## config.mk

```make
export PLATFORM = sky130hd
export DESIGN_NAME = change_dispenser_flat
export DESIGN_NICKNAME = d
export VERILOG_FILES = /design/src/rtl/change_dispenser_if.sv /design/src/rtl/change_dispenser.sv /design/src/flat_wrapper.sv
export SDC_FILE = /design/constraint.sdc
export NUM_CORES = 1
export LEC_CHECK = 0
export CAP_MARGIN = 10
export CORE_MARGIN = 3
export CORE_UTILIZATION = 55
export CTS_BUF_LIST = sky130_fd_sc_hd__clkbuf_2
export CTS_CLUSTER_DIAMETER = 30
export DETAILED_ROUTE_END_ITERATION = 10
export DONT_BUFFER_PORTS = 1
export GPL_TIMING_DRIVEN = 1
export PLACE_DENSITY = 0.7
export SYNTH_ARGS = -nofsm -noshare
export SYNTH_HDL_FRONTEND = slang
export SYNTH_SLANG_ARGS = --single-unit
```

## constraint.sdc

```tcl
create_clock -name clk -period 2.26 [get_ports clk]
set_clock_uncertainty 0.1 [all_clocks]
set_input_delay 0.452 -clock clk [delete_from_list [all_inputs] [get_ports clk]]
set_output_delay 0.452 -clock clk [all_outputs]
set_load 0.01 [all_outputs]
```

## src/rtl/change_dispenser_if.sv

```systemverilog
// Coin-path bundle between the change dispenser, the coin counter and the ejector.
// Latency: none, wires only.
// Backpressure: eject_ready/eject_done carry the ejector handshake.
interface change_dispenser_if #(
    parameter int WIDTH = 6
);
    logic             coin_return;
    logic [WIDTH-1:0] coinCount;
    logic             eject_ready;
    logic             eject_done;
    logic             eject_25;
    logic             eject_10;
    logic             eject_5;
    logic             down_25;
    logic             down_10;
    logic             down_5;
    logic             busy;
    logic             fault;

    modport master (
        input  coin_return, coinCount, eject_ready, eject_done,
        output eject_25, eject_10, eject_5, down_25, down_10, down_5, busy, fault
    );

    modport slave (
        output coin_return, coinCount, eject_ready, eject_done,
        input  eject_25, eject_10, eject_5, down_25, down_10, down_5, busy, fault
    );
endinterface

```

## src/rtl/change_dispenser.sv

```systemverilog
// Change-return controller: pays the counter balance out greedily as 25/10/5c coins.
// Latency: k+4 cycles per coin (k = ejector response), plus one SELECT cycle to finish.
// Backpressure: stalls indefinitely on eject_ready; faults after TIMEOUT cycles without eject_done.
module change_dispenser #(
    parameter int WIDTH   = 6,
    parameter int TIMEOUT = 16
) (
    input  logic               clk,
    input  logic               reset_n,
    change_dispenser_if.master bus
);
    localparam int TW = $clog2(TIMEOUT + 1);

    typedef enum logic [2:0] {
        IDLE     = 3'd0,
        SELECT   = 3'd1,
        WAIT_RDY = 3'd2,
        EJECT    = 3'd3,
        DEBIT    = 3'd4,
        SETTLE   = 3'd5
    } state_t;

    state_t        state_q, state_d;
    // Coin vectors are one-hot {quarter, dime, nickel}.
    logic [2:0]    coin_q, coin_d;
    logic [2:0]    eject_q, eject_d;
    logic [2:0]    down_q, down_d;
    logic [TW-1:0] timer_q, timer_d;
    logic          busy_q, busy_d;
    logic          fault_q, fault_d;
    logic          timed_out;

    assign timed_out = (timer_q == TW'(TIMEOUT - 1));

    always_ff @(posedge clk or negedge reset_n) begin
        if (!reset_n) begin
            state_q <= IDLE;
            coin_q  <= '0;
            eject_q <= '0;
            down_q  <= '0;
            timer_q <= '0;
            busy_q  <= 1'b0;
            fault_q <= 1'b0;
        end else begin
            state_q <= state_d;
            coin_q  <= coin_d;
            eject_q <= eject_d;
            down_q  <= down_d;
            timer_q <= timer_d;
            busy_q  <= busy_d;
            fault_q <= fault_d;
        end
    end

    always_comb begin : next_state
        state_d = state_q;
        case (state_q)
            IDLE:     if (bus.coin_return) state_d = SELECT;
            SELECT:   state_d = (bus.coinCount == '0) ? IDLE : WAIT_RDY;
            WAIT_RDY: if (bus.eject_ready) state_d = EJECT;
            EJECT: begin
                // A done arriving on the last allowed cycle still counts as success.
                if (bus.eject_done)  state_d = DEBIT;
                else if (timed_out)  state_d = IDLE;
            end
            DEBIT:    state_d = SETTLE;
            SETTLE:   state_d = SELECT;
            default:  state_d = IDLE;
        endcase
    end

    always_comb begin : next_outputs
        coin_d  = coin_q;
        timer_d = '0;
        fault_d = fault_q;
        if (state_q == SELECT) begin
            if (bus.coinCount >= WIDTH'(5))      coin_d = 3'b100;
            else if (bus.coinCount >= WIDTH'(2)) coin_d = 3'b010;
            else                                 coin_d = 3'b001;
        end
        if (state_q == EJECT) timer_d = timer_q + TW'(1);
        if (state_q == IDLE && bus.coin_return) fault_d = 1'b0;
        if (state_q == EJECT && !bus.eject_done && timed_out) fault_d = 1'b1;
        // Outputs are computed from the next state so they are registered yet aligned with it.
        eject_d = (state_d == EJECT) ? coin_d : 3'b000;
        down_d  = (state_d == DEBIT) ? coin_q : 3'b000;
        busy_d  = (state_d != IDLE);
    end

    assign bus.eject_25 = eject_q[2];
    assign bus.eject_10 = eject_q[1];
    assign bus.eject_5  = eject_q[0];
    assign bus.down_25  = down_q[2];
    assign bus.down_10  = down_q[1];
    assign bus.down_5   = down_q[0];
    assign bus.busy     = busy_q;
    assign bus.fault    = fault_q;
endmodule

```

## src/flat_wrapper.sv

```systemverilog
// flat-port wrapper written by rule: the top's interface ports become plain ports
module change_dispenser_flat 
#(
    parameter int WIDTH   = 6,
    parameter int TIMEOUT = 16
)
  (clk, reset_n, bus_coin_return, bus_coinCount, bus_eject_ready, bus_eject_done, bus_eject_25, bus_eject_10, bus_eject_5, bus_down_25, bus_down_10, bus_down_5, bus_busy, bus_fault);
  change_dispenser_if #(.WIDTH(WIDTH)) bus_i ();
  input  logic clk;
  input  logic reset_n;
  input wire logic [$bits(bus_i.coin_return)-1:0] bus_coin_return;
  input wire logic [$bits(bus_i.coinCount)-1:0] bus_coinCount;
  input wire logic [$bits(bus_i.eject_ready)-1:0] bus_eject_ready;
  input wire logic [$bits(bus_i.eject_done)-1:0] bus_eject_done;
  output wire logic [$bits(bus_i.eject_25)-1:0] bus_eject_25;
  output wire logic [$bits(bus_i.eject_10)-1:0] bus_eject_10;
  output wire logic [$bits(bus_i.eject_5)-1:0] bus_eject_5;
  output wire logic [$bits(bus_i.down_25)-1:0] bus_down_25;
  output wire logic [$bits(bus_i.down_10)-1:0] bus_down_10;
  output wire logic [$bits(bus_i.down_5)-1:0] bus_down_5;
  output wire logic [$bits(bus_i.busy)-1:0] bus_busy;
  output wire logic [$bits(bus_i.fault)-1:0] bus_fault;
  assign bus_i.coin_return = bus_coin_return;
  assign bus_i.coinCount = bus_coinCount;
  assign bus_i.eject_ready = bus_eject_ready;
  assign bus_i.eject_done = bus_eject_done;
  assign bus_eject_25 = bus_i.eject_25;
  assign bus_eject_10 = bus_i.eject_10;
  assign bus_eject_5 = bus_i.eject_5;
  assign bus_down_25 = bus_i.down_25;
  assign bus_down_10 = bus_i.down_10;
  assign bus_down_5 = bus_i.down_5;
  assign bus_busy = bus_i.busy;
  assign bus_fault = bus_i.fault;
  change_dispenser #(.WIDTH(WIDTH), .TIMEOUT(TIMEOUT)) u_core (.clk(clk), .reset_n(reset_n), .bus(bus_i));
endmodule
```

==> flow_metrics.tcl <==
set metrics [dict create \
    status "finished clean" \
    min_period_ns 1.74 \
    slew-limit-headroom 0.467 \
    cts-resized-gates 0 \
    fp.dieW_um 44.5 \
    vias_per_cell 5.55 \
    p_per_area_mw_per_mm2 1030 \
    setup_violations 0 \
    cts_max_level 1 \
    io_pins 19 \
    ys_seq_area_frac 0.583 \
    initial_utilization 0.604 \
    ff_latch_area_um2 475 \
    post-dp-hpwl_um 941 \
    synthArstFlopShare 1.00 \
    clock_latency_ns 0.31 \
    path_class "flip-flop to flip-flop" \
    clock_sinks 19 \
    rows 13 \
    dr.pass1.iters 3 \
    multi_input_area_um2 322 \
    drive_gt1_frac 0.108 \
    slowest_stage "dfrtp_1" \
    total_power_uw 881 \
    max_cap_violations 0 \
    clockBufferDepth 2 \
    worstMarginPinSlew_ns 0.798 \
    yosys_warnings 0 \
    leakage_nw 0.420 \
    vdd_drop_max_mv 0.612 \
    drc_errors 0 \
    cp-end-kind "flip-flop" \
    clkPwrFrac 0.166 \
    ys_types 26 \
    hold_viol_final 0 \
    wl_per_cell_um 14.0 \
    slew_violations 0 \
    coreArea_mm2 0.00135 \
    crit_chain "ha_1, and3_1, ha_1, nor2_1, mux2_2, nand2_1, nand4bb_1" \
    grt_pass1_vias 472 \
    routed-via-count 494 \
    worstPathMaxFanout 5 \
    yosys_most_used_dff "dfrtp_1" \
    io_buffer_count 0 \
    power.internal_uw 577 \
    postSynthCellCount 70 \
    routabilityCongestion 0.772 \
    syn_avg_cell_area_um2 11.7 \
    layout_commonest_cell "dfrtp_1" \
    layout_common_cells "dfrtp_1 (19), nand2_1 (8), nor2_1 (7)" \
    antenna_left 0 \
    area_growth_pct 4.91 \
    worst_hold_slack_ns 0.172 \
    ys_ff_latch 19 \
    cp-start-kind "flip-flop" \
    cts_tree "yes" \
    power.share.combinational 0.277 \
    fin_crit_sh 0.770 \
    syn_nets 83 \
    clk_pin_slew_ns 0.18 \
    totalWireLength_um 1240 \
    finish.utilization 0.634 \
    crit_arrival_ns 1.85 \
    postCtsSetupBuffers 0 \
    track_usage 0.150 \
    cpMostUsedCell "ha_1" \
    grt_pass1_wl_um 2050 \
    fp.dieH_um 44.5 \
    switching_share 0.345 \
    synth_edf_count 0 \
    fin_setup_tns_ns 0 \
    hp-class "input pin to flip-flop" \
    root_buffer "clkbuf_2" \
    max_stage_delay_ns 0.40 \
    dieArea_mm2 0.00198 \
    seqPwrFrac 0.557 \
    cts_made_buffers 3 \
    grt_antenna_before_repair 0 \
    fmaxAchievable_mhz 575 \
    p_sw_uw 304 \
    n_antenna_cell 0 \
    cp.required_ns 2.37 \
    dr.first_iter.drc_count 11 \
    grt_max_degree 20 \
    fillers 112 \
    final_nets 88 \
    grt_remaining_overflow 0 \
    rsz0062_at_grt "false" \
    netlist_area_um2 816 \
]
## final cells by class
cell class	count	share of cell area
flip-flops and latches	19	0.556
multi-input cells	48	0.376
well taps	15	0.0219
clock buffers	3	0.0175
repair buffers	1	0.0117
clock inverters	1	0.00877
inverters	2	0.00877
## per-layer routing
metal / global-route usage / wire length [um]
met3: 0.0407 / 49
met4: 0.108 / 31
met5: 0 / 0
met2: 0.212 / 555
met1: 0.196 / 608
## power by group through the flow
stage                     clock network, mW  logic, mW  registers [mW]
after floorplan                           0      0.223           0.481
after global placement                    0      0.240           0.499
final                                 0.146      0.244           0.491
after CTS                             0.150      0.248           0.491
after global routing                  0.164      0.280           0.504
after detailed placement                  0      0.241           0.498
## critical path: cells and delay by family (launching register included)
| kind | cells | cell delay [ns] |
|---|---|---|
| simple gates | 4 | 0.54 |
| mux | 1 | 0.25 |
| flops | 1 | 0.40 |
| fa+ha+maj | 2 | 0.35 |
## cells by family (layout without fill, tap and decap cells)
family	count (synthesis)	after routing	synth area share
mux	2	2	0.0322
xor+xnor	2	2	0.0215
flops	19	19	0.583
simple gates	32	32	0.218
compound gates	10	10	0.0920
buf+inv	3	7	0.0230
fa+ha+maj	2	2	0.0307
## registers in the layout, indices dropped and copies added (netlist names)
register / cells
u_core.bus.busy: 1
u_core.state_q: 3
u_core.coin_q: 3
u_core.down_q: 3
u_core.bus.fault: 1
u_core.timer_q: 5
u_core.eject_q: 3
## path summary, 6_finish.rpt
path                              startpoint                 to  slack [ns]  cells past startpoint
setup / recovery           u_core.timer_q[0]    u_core.bus.busy        0.52                      7
hold / removal                bus_eject_done   u_core.down_q[2]        0.17                      1
setup reg to reg           u_core.timer_q[0]    u_core.bus.busy        0.52                      7
hold reg to reg            u_core.timer_q[0]  u_core.timer_q[0]        0.37                      1
max in group asynchronous            reset_n  u_core.timer_q[0]        1.02                      1
min in group asynchronous            reset_n  u_core.eject_q[2]        0.54                      1
## cell usage after synthesis (2+ instances only)
| cell type | count | area (um2) |
|---|---|---|
| dfrtp_1 | 19 | 475 |
| and3_1 | 5 | 31.3 |
| ha_1 | 2 | 25.0 |
| nor2_1 | 7 | 26.3 |
| nor2b_1 | 3 | 18.8 |
| o21ai_0 | 4 | 20.0 |
| inv_1 | 2 | 7.51 |
| nor3_1 | 2 | 10.0 |
| nand2_1 | 8 | 30.0 |
| a21o_1 | 2 | 15.0 |
## per-stage QoR
step                      cells  area, um2  setup WS, ns
after floorplan              70        816         0.651
after global placement       84        823         0.557
after detailed placement     84        823         0.511
after CTS                    89        856         0.502
after global routing         89        856         0.355
final                        89        856         0.520
## repair_timing
| action | in CTS | in global routing |
|---|---|---|
| hold endpoints to repair | 19 | 0 |
| hold buffers | 1 | 0 |
| setup endpoints to repair | 0 | 0 |
Note: power is estimated with default switching activity, not from simulation.
